### config.mk
export PLATFORM = sky130hd
export DESIGN_NAME = ddr3_iod_dly_ctrl
export DESIGN_NICKNAME = d
export VERILOG_FILES = /design/src/rtl/ddr3_dly_pkg.sv /design/src/rtl/ddr3_sync2.sv /design/src/rtl/ddr3_iod_dly_ctrl.sv
export SDC_FILE = /design/constraint.sdc
export NUM_CORES = 1
export LEC_CHECK = 0
export CORE_MARGIN = 2
export CORE_UTILIZATION = 55
export CTS_BUF_LIST = sky130_fd_sc_hd__clkbuf_8
export DETAILED_ROUTE_END_ITERATION = 8
export PLACE_DENSITY = 0.81
export SLEW_MARGIN = 20
export SYNTH_ARGS = -nofsm -noshare
export SYNTH_HDL_FRONTEND = slang
export SYNTH_SLANG_ARGS = --single-unit
### constraint.sdc
create_clock -name FAB_CLK -period 3.6 [get_ports FAB_CLK]
set_clock_uncertainty 0.2 [all_clocks]
set_input_delay 0.9 -clock FAB_CLK [delete_from_list [all_inputs] [get_ports FAB_CLK]]
set_output_delay 0.9 -clock FAB_CLK [all_outputs]
set_load 0.02 [all_outputs]
### src/rtl/ddr3_dly_pkg.sv
// Shared encodings for the DDR3 IOD delay-line controller: request ops,
// completion status codes and FSM state constants.
package ddr3_dly_pkg;

  localparam logic [1:0] OP_INC  = 2'b00;
  localparam logic [1:0] OP_DEC  = 2'b01;
  localparam logic [1:0] OP_LOAD = 2'b10;
  localparam logic [1:0] OP_NOP  = 2'b11;

  localparam logic [1:0] ST_OK   = 2'b00;
  localparam logic [1:0] ST_CLIP = 2'b01;
  localparam logic [1:0] ST_OOR  = 2'b10;

  typedef logic [2:0] dly_state_t;

  localparam dly_state_t S_IDLE  = 3'd0;
  localparam dly_state_t S_SETUP = 3'd1;
  localparam dly_state_t S_MOVE  = 3'd2;
  localparam dly_state_t S_GAP   = 3'd3;
  localparam dly_state_t S_LOAD  = 3'd4;
  localparam dly_state_t S_FIN   = 3'd5;

endpackage

### src/rtl/ddr3_sync2.sv
// Two-flop synchroniser for a slow level from the IOD into the fabric clock.
module ddr3_sync2 (
  input  logic clk,
  input  logic rst,
  input  logic d,
  output logic q
);

  logic meta_r;
  logic sync_r;

  // Double-register the asynchronous level; both stages clear on reset.
  always_ff @(posedge clk or posedge rst) begin
    if (rst) begin
      meta_r <= 1'b0;
      sync_r <= 1'b0;
    end else begin
      meta_r <= d;
      sync_r <= meta_r;
    end
  end

  assign q = sync_r;

endmodule

### src/rtl/ddr3_iod_dly_ctrl.sv
// Owns one IOD lane's dynamic delay-line port: sequences LOAD/MOVE/DIRECTION
// with settling gaps, tracks the tap position and reports completion status.
module ddr3_iod_dly_ctrl
  import ddr3_dly_pkg::*;
#(
  parameter int TAP_W    = 8,
  parameter int TAP_MAX  = 127,
  parameter int TAP_INIT = 1,
  parameter int STEP_W   = 8,
  parameter int MOVE_GAP = 4
) (
  input  logic              FAB_CLK,
  input  logic              ARST,
  input  logic              REQ_VALID,
  output logic              REQ_READY,
  input  logic [1:0]        REQ_OP,
  input  logic [STEP_W-1:0] REQ_STEPS,
  output logic              DONE,
  output logic [1:0]        DONE_STATUS,
  output logic [TAP_W-1:0]  TAP_POS,
  output logic              DELAY_LINE_MOVE_0,
  output logic              DELAY_LINE_DIRECTION_0,
  output logic              DELAY_LINE_LOAD_0,
  input  logic              DELAY_LINE_OUT_OF_RANGE_0
);

  localparam int GAP_W = $clog2(MOVE_GAP);
  // GAP counts down from here so the last GAP cycle sees zero.
  localparam logic [GAP_W-1:0]  GAP_RELOAD = GAP_W'(MOVE_GAP - 2);
  localparam logic [GAP_W-1:0]  GAP_ONE    = GAP_W'(1);
  localparam logic [TAP_W-1:0]  TAP_MAX_V  = TAP_W'(TAP_MAX);
  localparam logic [TAP_W-1:0]  TAP_INIT_V = TAP_W'(TAP_INIT);
  localparam logic [TAP_W-1:0]  TAP_ONE    = TAP_W'(1);
  localparam logic [STEP_W-1:0] STEP_ONE   = STEP_W'(1);

  dly_state_t        state_r;
  dly_state_t        state_nxt_s;
  logic [1:0]        status_nxt_s;
  logic [1:0]        op_r;
  logic [STEP_W-1:0] steps_r;
  logic [GAP_W-1:0]  gap_r;
  logic [TAP_W-1:0]  tap_r;
  logic [1:0]        status_r;
  logic              dir_r;
  logic              ready_r;
  logic              done_r;
  logic              move_r;
  logic              load_r;
  logic              oor_s;
  logic              accept_s;
  logic              at_limit_s;

  ddr3_sync2 u_oor_sync (
    .clk (FAB_CLK),
    .rst (ARST),
    .d   (DELAY_LINE_OUT_OF_RANGE_0),
    .q   (oor_s)
  );

  assign accept_s   = REQ_VALID & ready_r;
  assign at_limit_s = dir_r ? (tap_r == TAP_MAX_V) : (tap_r == {TAP_W{1'b0}});

  // Next-state and completion-status decode; abort outranks clip.
  always_comb begin
    state_nxt_s  = state_r;
    status_nxt_s = ST_OK;
    case (state_r)
      S_IDLE: begin
        if (accept_s) begin
          case (REQ_OP)
            OP_INC, OP_DEC: state_nxt_s = S_SETUP;
            OP_LOAD:        state_nxt_s = S_LOAD;
            default:        state_nxt_s = S_FIN;
          endcase
        end else begin
          state_nxt_s = S_IDLE;
        end
      end
      S_SETUP: begin
        if (steps_r == {STEP_W{1'b0}}) begin
          state_nxt_s = S_FIN;
        end else if (at_limit_s) begin
          state_nxt_s  = S_FIN;
          status_nxt_s = ST_CLIP;
        end else begin
          state_nxt_s = S_MOVE;
        end
      end
      S_MOVE: state_nxt_s = S_GAP;
      S_LOAD: state_nxt_s = S_GAP;
      S_GAP: begin
        if (gap_r != {GAP_W{1'b0}}) begin
          state_nxt_s = S_GAP;
        end else if ((op_r == OP_LOAD) || (steps_r == {STEP_W{1'b0}})) begin
          state_nxt_s = S_FIN;
        end else if (oor_s) begin
          state_nxt_s  = S_FIN;
          status_nxt_s = ST_OOR;
        end else if (at_limit_s) begin
          state_nxt_s  = S_FIN;
          status_nxt_s = ST_CLIP;
        end else begin
          state_nxt_s = S_MOVE;
        end
      end
      S_FIN:   state_nxt_s = S_IDLE;
      default: state_nxt_s = S_IDLE;
    endcase
  end

  // State, request latches, tap tracking and registered lane outputs.
  always_ff @(posedge FAB_CLK or posedge ARST) begin
    if (ARST) begin
      state_r  <= S_IDLE;
      op_r     <= OP_NOP;
      steps_r  <= {STEP_W{1'b0}};
      gap_r    <= {GAP_W{1'b0}};
      tap_r    <= TAP_INIT_V;
      dir_r    <= 1'b0;
      ready_r  <= 1'b0;
      done_r   <= 1'b0;
      move_r   <= 1'b0;
      load_r   <= 1'b0;
      status_r <= ST_OK;
    end else begin
      state_r <= state_nxt_s;
      ready_r <= (state_nxt_s == S_IDLE);
      done_r  <= (state_nxt_s == S_FIN);
      move_r  <= (state_nxt_s == S_MOVE);
      load_r  <= (state_nxt_s == S_LOAD);
      if (state_nxt_s == S_FIN) begin
        status_r <= status_nxt_s;
      end
      if (accept_s) begin
        op_r    <= REQ_OP;
        steps_r <= REQ_STEPS;
        dir_r   <= (REQ_OP == OP_INC);
      end else if (state_r == S_MOVE) begin
        steps_r <= steps_r - STEP_ONE;
      end
      if ((state_r == S_MOVE) || (state_r == S_LOAD)) begin
        gap_r <= GAP_RELOAD;
      end else if ((state_r == S_GAP) && (gap_r != {GAP_W{1'b0}})) begin
        gap_r <= gap_r - GAP_ONE;
      end
      if (state_r == S_MOVE) begin
        tap_r <= dir_r ? (tap_r + TAP_ONE) : (tap_r - TAP_ONE);
      end else if (state_r == S_LOAD) begin
        tap_r <= TAP_INIT_V;
      end
    end
  end

  assign REQ_READY              = ready_r;
  assign DONE                   = done_r;
  assign DONE_STATUS            = status_r;
  assign TAP_POS                = tap_r;
  assign DELAY_LINE_MOVE_0      = move_r;
  assign DELAY_LINE_DIRECTION_0 = dir_r;
  assign DELAY_LINE_LOAD_0      = load_r;

endmodule

==> results of run 1 <==
[state kept, by name, summed over array words and instances (netlist names)]
| name | cells |
|---|---|
| u_oor_sync.q | 1 |
| DELAY_LINE_MOVE_0 | 1 |
| gap_r | 2 |
| DELAY_LINE_DIRECTION_0 | 1 |
| u_oor_sync.meta_r | 1 |
| DONE_STATUS | 2 |
| DONE | 1 |
| op_r | 2 |
| DELAY_LINE_LOAD_0 | 1 |
| steps_r | 8 |
| state_r | 3 |
| TAP_POS | 8 |
| REQ_READY | 1 |
[worst paths after layout]
| kind | slack, ps | to | from | cells past startpoint |
|---|---|---|---|---|
| setup / recovery | 990 | TAP_POS[0] | TAP_POS[0] | 1 |
| hold / removal | 150 | u_oor_sync.q | u_oor_sync.meta_r | 0 |
| setup reg to reg | 1080 | TAP_POS[6] | DELAY_LINE_DIRECTION_0 | 8 |
| hold reg to reg | 150 | u_oor_sync.q | u_oor_sync.meta_r | 0 |
| max in group asynchronous | 2080 | op_r[0] | ARST | 3 |
| min in group asynchronous | 790 | TAP_POS[5] | ARST | 3 |
[final cells by class]
type,instances,area share (%)
clock buffers,6,3.693
clock inverters,2,0.3358
inverters,15,2.630
multi-input cells,147,41.69
flip-flops and latches,32,35.98
well taps,44,2.462
repair buffers,30,13.21
[through the flow]
stage / hold slack, ps / total power [mW] / setup slack (ps) / utilization, %
2_1_floorplan: 131.2 / 1.579 / 1187 / -
3_3_place_gp: 132.0 / 1.835 / 940.1 / 68.60
3_5_place_dp: 134.7 / 1.910 / 879.1 / 68.60
4_1_cts: 149.1 / 2.198 / 995.9 / 71.48
5_1_grt: 158.4 / 2.390 / 944.9 / 71.48
6_report: 148.8 / 2.209 / 993.6 / 71.48
[power by group]
group	total [mW]	internal [mW]	switching (mW)
logic	1.22	0.549	0.667
registers	0.717	0.530	0.187
clock network	0.276	0.150	0.127
total	2.21	1.23	0.980
[synth_stat cells (all sizes together) (4+ instances only)]
master	instances	area [sq um]
a21oi	7	35.03
clkbuf	4	15.01
dfrtp	29	725.7
ha	8	100.1
inv	15	58.81
nand2	32	120.1
nand4	5	31.28
nor2	14	52.55
nor2b	4	25.02
nor4	5	46.29
o21ai	22	110.1
xnor2	6	52.55
xor2	6	52.55
[layer usage]
layer / global-route usage, % / up-vias
li1: - / 754
met4: 12.16 / 0
met5: 0 / -
met3: 6.211 / 9
met1: 29.83 / 730
met2: 43.76 / 44
[cell families (layout without fill, tap and decap cells)]
kind of cell	count (synthesis)	count (layout)
AND/OR/NAND/NOR	75	75
AO/OA/AOI/OAI	51	51
flip-flops	32	32
buffers and inverters	22	53
XOR/XNOR	12	12
adder cells (fa/ha/maj)	9	9
==> reports/metrics.yaml, run 1 <==
detailed_routing:
  post_drt_wl_per_cell_um: 14.61
  postRouteAntennaNets: 0
  dr.max_layer_used: "met4"
  routed_wl_um: 4032
  route.met3.wl_um: 219
  met2_length_um: 1951
  vias_per_cell: 5.569
  drt_first_iter_violations: 88
  vias: 1537
  wl_met1_um: 1770
  drc_errors: 0
  first_pass_iters: 4
yosys:
  synthAdderAreaFrac_pct: 6.535
  yosys_warnings: 0
  synth-main-ff-cell: "dfrtp_1"
  yosysSeqAreaShare_pct: 43.77
  avgSynthCellArea_sq_um: 9.144
  syn_inst: 201
  synth_edf_count: 0
  synth_top_family_by_area: "simple AND/OR/NAND/NOR gates"
  muxShareOfSynthArea_pct: 0
  ys_ff_latch: 32
  synth-xor-area-share_pct: 5.718
  synth-simple-area-share_pct: 21.24
  synth_compound_area_share_pct: 17.22
  synth_area_sq_mm: 0.001838
  syn-num-nets: 224
  synthArstFlopShare_pct: 100.0
  synth_cell_types: 43
grt:
  track_usage_pct: 25.46
  grt.overflow.total: 0
  grt_pass1_vias: 1599
  antenna_found_initial: 0
  grt_max_degree: 33
  grt_pass1_wl_um: 6982
floorplanning:
  dieWidth_um: 61.81
  die_y_um: 61.81
  core-area_sq_mm: 0.003128
  start_util_pct: 58.76
  ios: 29
  rows: 20
  die_area_sq_mm: 0.003820
placed_design:
  gp_congestion: 0.7947
  io_buffers: 28
  placed_area_sq_mm: 0.002146
  dp_cells: 268
  dp_hpwl_um: 2967
finish:
  fin_nets: 254
  areaGrowthSynthToFinish_pct: 21.65
  design_area_sq_mm: 0.002236
  regArea_sq_um: 804.5
  layout-drive-gt1-share_pct: 7.328
  final_common_cell: "nand2_1"
  fillerInstances: 236
  mostFrequentLayoutCells: "nand2_1 (32), dfrtp_1 (29), clkdlybuf4s50_1 (28), o21ai_0 (19), inv_1 (16)"
  fin_cells: 276
  multi_input_area_sq_um: 932.1
  n_antenna_cell: 0
clock_tree:
  clockBufferDepth: 2
  holdBufCountCts: 0
  clock-sinks: 32
  numCtsBuffers: 5
  h-tree-depth: 2
  cts.clk_slew.worst_paths_ps: 70
  post_cts_resized: 0
  cts_tree: "done"
  clock-root-buffer: "clkbuf_8"
  postCtsSetupBuffers: 0
  insertion_delay_ps: 290
min_path:
  worst_hold_path_type: "register to register"
sta:
  hold_viol: 0
  slew_headroom_pct: 53.33
  fin_setup_tns_ps: 0
  setup_viol: 0
  min_period_ps: 2606
  tightest_slew_ps: 694.7
  finalCritPeriodShare_pct: 72.40
  fmax_ghz: 0.3837
  rsz0062_at_grt: "false"
  slew_violations: 0
worst_setup_path:
  cp-start-kind: "register"
  critPathRequiredTime_ps: 2500
  crit_fanout: 7
  critPathKind: "register to output port"
  cp_slowest_cell: "clkdlybuf4s50_1"
  worstPathCellList: "clkdlybuf4s50_1"
  path_buf_inv: 1
  critPathCaptureType: "output port"
  cp_top_family: "buffers and inverters"
  slowest_delay_ps: 620
  critPathArrivalTime_ps: 1510
pwr:
  ir_drop_mv: 0.4281
  pwr_density_cell_mw_per_mm2: 988.1
  power.leakage_nw: 0.9712
status:
  status: "completed"
job:
  drv_cap: 0
Power figures use the tool's default switching activity.
==> run 2, diff against run 1 <==
CORE_UTILIZATION = 50   (was 55)
PLACE_DENSITY = 0.78   (was 0.81)
clock period = 2.3 ns   (was 3.6 ns; I/O delays follow)
==> run 2 against run 1 <==
Against the previous run: first-iteration DRC count fell by 3.4%; worst hold slack lost 2.0 ps; critical path depth up 1; design area is 3.7% higher.
==> reports/metrics.yaml, run 2 (synthesis gave the netlist of run 1 again) <==
status:
  status: "completed"
worst_setup_path:
  rr_worst_depth: 8
  r2r-start: "DELAY_LINE_DIRECTION_0"
  critPathRequiredTime_ps: 1520
  cp-start-kind: "register"
  critPathCaptureType: "output port"
  r2r-end: "TAP_POS[6]"
  critPathLaunch: "DELAY_LINE_DIRECTION_0"
  crit_fanout: 4
  critPathArrivalTime_ps: 1430
  r2r_slack_ps: 130
  critPathKind: "register to output port"
min_path:
  worst_hold_path_type: "register to register"
  holdPathEnd: "u_oor_sync.q"
  min-delay-start: "u_oor_sync.meta_r"
  min_delay_path_depth: 0
floorplanning:
  dieWidth_um: 64.63
  rows: 22
  core-area_sq_mm: 0.003606
  die_y_um: 64.63
  ios: 29
  start_util_pct: 50.97
  die_area_sq_mm: 0.004177
job:
  drv_cap: 0
finish:
  mostFrequentLayoutCells: "nand2_1 (32), dfrtp_1 (28), clkdlybuf4s50_1 (27), o21ai_0 (19), inv_1 (15)"
  final_common_cell: "nand2_1"
  fin_nets: 265
  fillerInstances: 316
  layout-drive-gt1-share_pct: 13.22
  utilization_pct: 64.33
  regArea_sq_um: 805.8
  n_antenna_cell: 0
  areaGrowthSynthToFinish_pct: 26.21
  multi_input_area_sq_um: 942.2
clock_tree:
  postCtsSetupBuffers: 0
  h-tree-depth: 2
  clock-root-buffer: "clkbuf_8"
  numCtsBuffers: 5
  insertion_delay_ps: 280
  clockBufferDepth: 2
  cts_tree: "done"
  holdBufCountCts: 0
  clock-sinks: 32
  cts.clk_slew.worst_paths_ps: 60
pwr:
  clockPowerShare_pct: 11.3
  power.internal_mw: 1.980
  switchingPower_mw: 1.497
  pwr_density_cell_mw_per_mm2: 1499
  swShare_pct: 43.05
  seqPwrFrac_pct: 31.1
  power.leakage_nw: 1.018
  ir_drop_mv: 0.7046
  comb_power_share_pct: 57.7
grt:
  grt_pass1_vias: 1487
  track_usage_pct: 20.69
  antenna_found_initial: 0
  grt_max_degree: 33
  grt.overflow.total: 0
  grt_pass1_wl_um: 6651
detailed_routing:
  post_drt_wl_per_cell_um: 12.87
  first_pass_iters: 4
  vias_per_cell: 5.328
  vias: 1545
  drt_first_iter_violations: 85
  drc_errors: 0
  postRouteAntennaNets: 0
  routed_wl_um: 3731
sta:
  fin_setup_tns_ps: 0
  slew_headroom_pct: 73.16
  setup_viol: 0
  rsz0062_at_grt: "false"
  min_period_ps: 2204
  finalCritPeriodShare_pct: 95.81
  fmax_ghz: 0.4538
  hold_viol: 0
  slew_violations: 0
  tightest_slew_ps: 402.6
placed_design:
  gp_congestion: 0.8136
  io_buffers: 28
  dp_hpwl_um: 2648
run 2: metrics by stage:
| stage | power [mW] | setup slack, ps | std cells | hold WS, ps | area (sq um) |
|---|---|---|---|---|---|
| detailed placement | 3.063 | 39.01 | 283 | 135.8 | 2235 |
| global placement | 3.006 | 56.80 | 283 | 133.0 | 2235 |
| finish | 3.478 | 96.40 | 290 | 146.8 | 2320 |
| global route | 3.827 | 10.64 | 290 | 159.5 | 2320 |
| CTS | 3.463 | 81.35 | 290 | 150.2 | 2310 |
| floorplan | 2.475 | 49.06 | 201 | 131.2 | 1839 |
run 2: area by class of cell:
cell class	instances	share of cell area, %
multi-input combinational	147	40.61
sequential	32	34.74
inverter	15	2.535
timing repair buffer	41	16.24
clock inverter	2	0.3236
clock buffer	5	2.967
tap	48	2.589
run 2: timing repair:
item                                    4_1_cts  5_1_grt
endpoints found under the setup margin        1        1
resized for setup                             1        3
pin swaps                                     0        1
run 2: how the worst max path moves through the flow:
| stage | end | slack [ps] | depth (start not counted) |
|---|---|---|---|
| after floorplan | TAP_POS[6] | 50 | 8 |
| after global placement | DONE_STATUS[0] | 60 | 7 |
| after detailed placement | DONE_STATUS[0] | 40 | 7 |
| after CTS | TAP_POS[6] | 80 | 8 |
| after global routing | TAP_POS[6] | 10 | 8 |
| final | DELAY_LINE_DIRECTION_0 | 100 | 2 |
run 2: routing by layer:
metal / up-vias / GRT usage, % / part of all wire, %
li1: 777 / - / -
met1: 722 / 27.77 / 48
met2: 41 / 32.55 / 45
met3: 5 / 3.299 / 4.4
met4: 0 / 10.37 / 2.0
met5: - / 0 / 0
run 2: critical path, cell delays in order, from the launching register on:
cell,delay (ps)
dfrtp_2,410
buf_4,140
clkdlybuf4s50_1,590
run 2: power by group through the flow:
stage	Combinational, mW	Clock [mW]	Sequential (mW)
after CTS	1.98	0.406	1.08
after floorplan	1.31	0	1.17
after global routing	2.28	0.427	1.12
final	2.01	0.391	1.08
after detailed placement	1.98	0	1.08
after global placement	1.93	0	1.07
==> variant (config.mk and constraints of run 1) <==
`STEP_W`: 8 -> 9.
--- a/src/rtl/ddr3_iod_dly_ctrl.sv
+++ b/src/rtl/ddr3_iod_dly_ctrl.sv
@@ -6,7 +6,7 @@
   parameter int TAP_W    = 8,
   parameter int TAP_MAX  = 127,
   parameter int TAP_INIT = 1,
-  parameter int STEP_W   = 8,
+  parameter int STEP_W   = 9,
   parameter int MOVE_GAP = 4
 ) (
   input  logic              FAB_CLK,
Interface: changed (resized REQ_STEPS); port bits go from 29 to 30. The function was not compared with the original's and may differ.
==> variant against run 1 <==
Combinational power is 9.8% lower; synthesized cell count is 4.0% lower; synthesized area is 0.75% lower; total power is 2.1% lower; critical path depth is 5 higher; setup slack worse by 0.21 ns; core utilization is 1.9 points higher; sequential cell count is 1 higher; wire length is 0.42% lower; cell area is 1.8% higher; first-iteration DRC count is 8.0% lower; count of clock-buffer cells in the layout stayed put; largest cell class unchanged.
==> variant: results (changes against run 1) <==
routing:
  drtIter0Drc: 81  # -8.0%
  routed_wl_um: 4020  # -0.42%
timing:
  tightest_slew_ns: 0.444  # -0.250 ns
  fin_setup_tns_ns: 0  # unchanged
  hold-worst-slack_ns: 0.151  # +0.00243 ns
placed_design:
  io_buffers: 29  # +3.6%
  placed_area_um2: 2160  # +0.70%
  gp_congestion: 0.906  # +14%
  dp_hpwl_um: 3020  # +1.9%
synth:
  yosysSeqAreaShare: 0.455  # +0.0170
  ys_types: 40  # -7.0%
  syn_area_um2: 1820  # -0.75%
  syn-num-nets: 218  # -2.7%
  yosys-top-cells-area: "dfrtp_1 41%, ha_1 6.2%, nand2_1 4.7%"
  synth_top_cells_by_count: "30 x dfrtp_1, 23 x nand2_1, 16 x nor2_1"
worst_hold_path:
  hp-class: "flip-flop to flip-flop"
global_route:
  grt_usage: 0.250  # -0.00413
  met3_usage: 0.0651  # +0.00301
  gr-usage-met1: 0.291  # -0.00705
  grt_pass1_vias: 1574  # -1.6%
  grt_pass1_wl_um: 6880  # -1.5%
power:
  switching_share: 0.413  # -0.0306
  vdd_drop_max_v: 0.000561  # +31%
  leakagePower_nw: 0.963  # -0.86%
setup_path:
  rrSetupSlack_ns: 0.89  # -0.19 ns
  critPathMaxStageDelay_ns: 0.54  # -0.08 ns
  cp_max_fo: 5  # -2
  arrival_ns: 2.77  # +1.26 ns
final_layout:
  fillers: 269  # +14%
  layout.nets: 251  # -1.2%
  drive_above_1_share: 0.0881  # +0.0148
outcome:
  status: "finished clean"
## variant: changes by cell type in the layout (fill, tap and decap cells not counted), sizes merged, moves of 3 or more
cell,before,now
nand2,32,23
inv,17,13
nor3,3,6
a21o,3,0
mux2,0,3
a21oi,7,14
o21ai,22,13
## variant: cell type report
cell class                 instances  share of cell area
clock inverter                     2              0.0148
clock buffer                       6              0.0363
multi-input combinational        142               0.403
sequential                        33               0.364
tap                               44              0.0242
inverter                          12              0.0198
timing repair buffer              32               0.137
## variant: how the worst max path moves through the flow
stage,start,to,slack (ns),cells after the start
after CTS,REQ_OP[1],DONE_STATUS[1]$_DFFE_PP0N_,0.78,6
after floorplan,DELAY_LINE_DIRECTION_0$_DFFE_PP0P_,TAP_POS[6]$_DFFE_PP0P_,1.10,8
after global routing,REQ_OP[1],DONE_STATUS[1]$_DFFE_PP0N_,0.60,6
after global placement,REQ_VALID,DONE_STATUS[1]$_DFFE_PP0N_,0.60,7
final,REQ_OP[1],DONE_STATUS[0]$_DFFE_PP0N_,0.78,6
after detailed placement,REQ_OP[1],DONE_STATUS[1]$_DFFE_PP0N_,0.51,6
## variant: metrics by stage
step | utilization | cells | worst slack [ns]
floorplan | - | 193 | 1.10
global placement | 0.696 | 263 | 0.601
detailed placement | 0.696 | 263 | 0.508
CTS | 0.734 | 271 | 0.783
global route | 0.734 | 271 | 0.603
finish | 0.734 | 271 | 0.784
## variant: cells by family (layout without fill, tap and decap cells)
| family | count (synthesis) | in the layout | synth area share |
|---|---|---|---|
| and+or+nand+nor | 75 | 75 | 0.213 |
| AOI/OAI and AO/OA | 42 | 42 | 0.142 |
| DFF | 33 | 33 | 0.455 |
| buffers and inverters | 18 | 52 | 0.0418 |
| xor gates and xnor gates | 12 | 12 | 0.0576 |
| adders and majority gates | 10 | 10 | 0.0727 |
| muxes | 3 | 3 | 0.0185 |
## variant: per-layer routing
| metal | part of all wire | vias to the layer above |
|---|---|---|
| met1 | 0.42 | 782 |
| met2 | 0.51 | 40 |
| met3 | 0.045 | 11 |
| met5 | 0 | - |
| li1 | - | 739 |
| met4 | 0.025 | 0 |
## variant: power by group through the flow
stage	logic (mW)	registers [mW]	clock network (mW)
floorplan	0.707	0.746	0
global placement	1.02	0.699	0
detailed placement	1.09	0.716	0
CTS	1.10	0.709	0.365
global route	1.23	0.734	0.377
finish	1.10	0.711	0.355
## variant: worst max-delay path: cells and delay by family
| family | cells | cell delay [ns] |
|---|---|---|
| and+or+nand+nor | 1 | 0.52 |
| AOI/OAI and AO/OA | 4 | 0.82 |
| buffers and inverters | 1 | 0.54 |
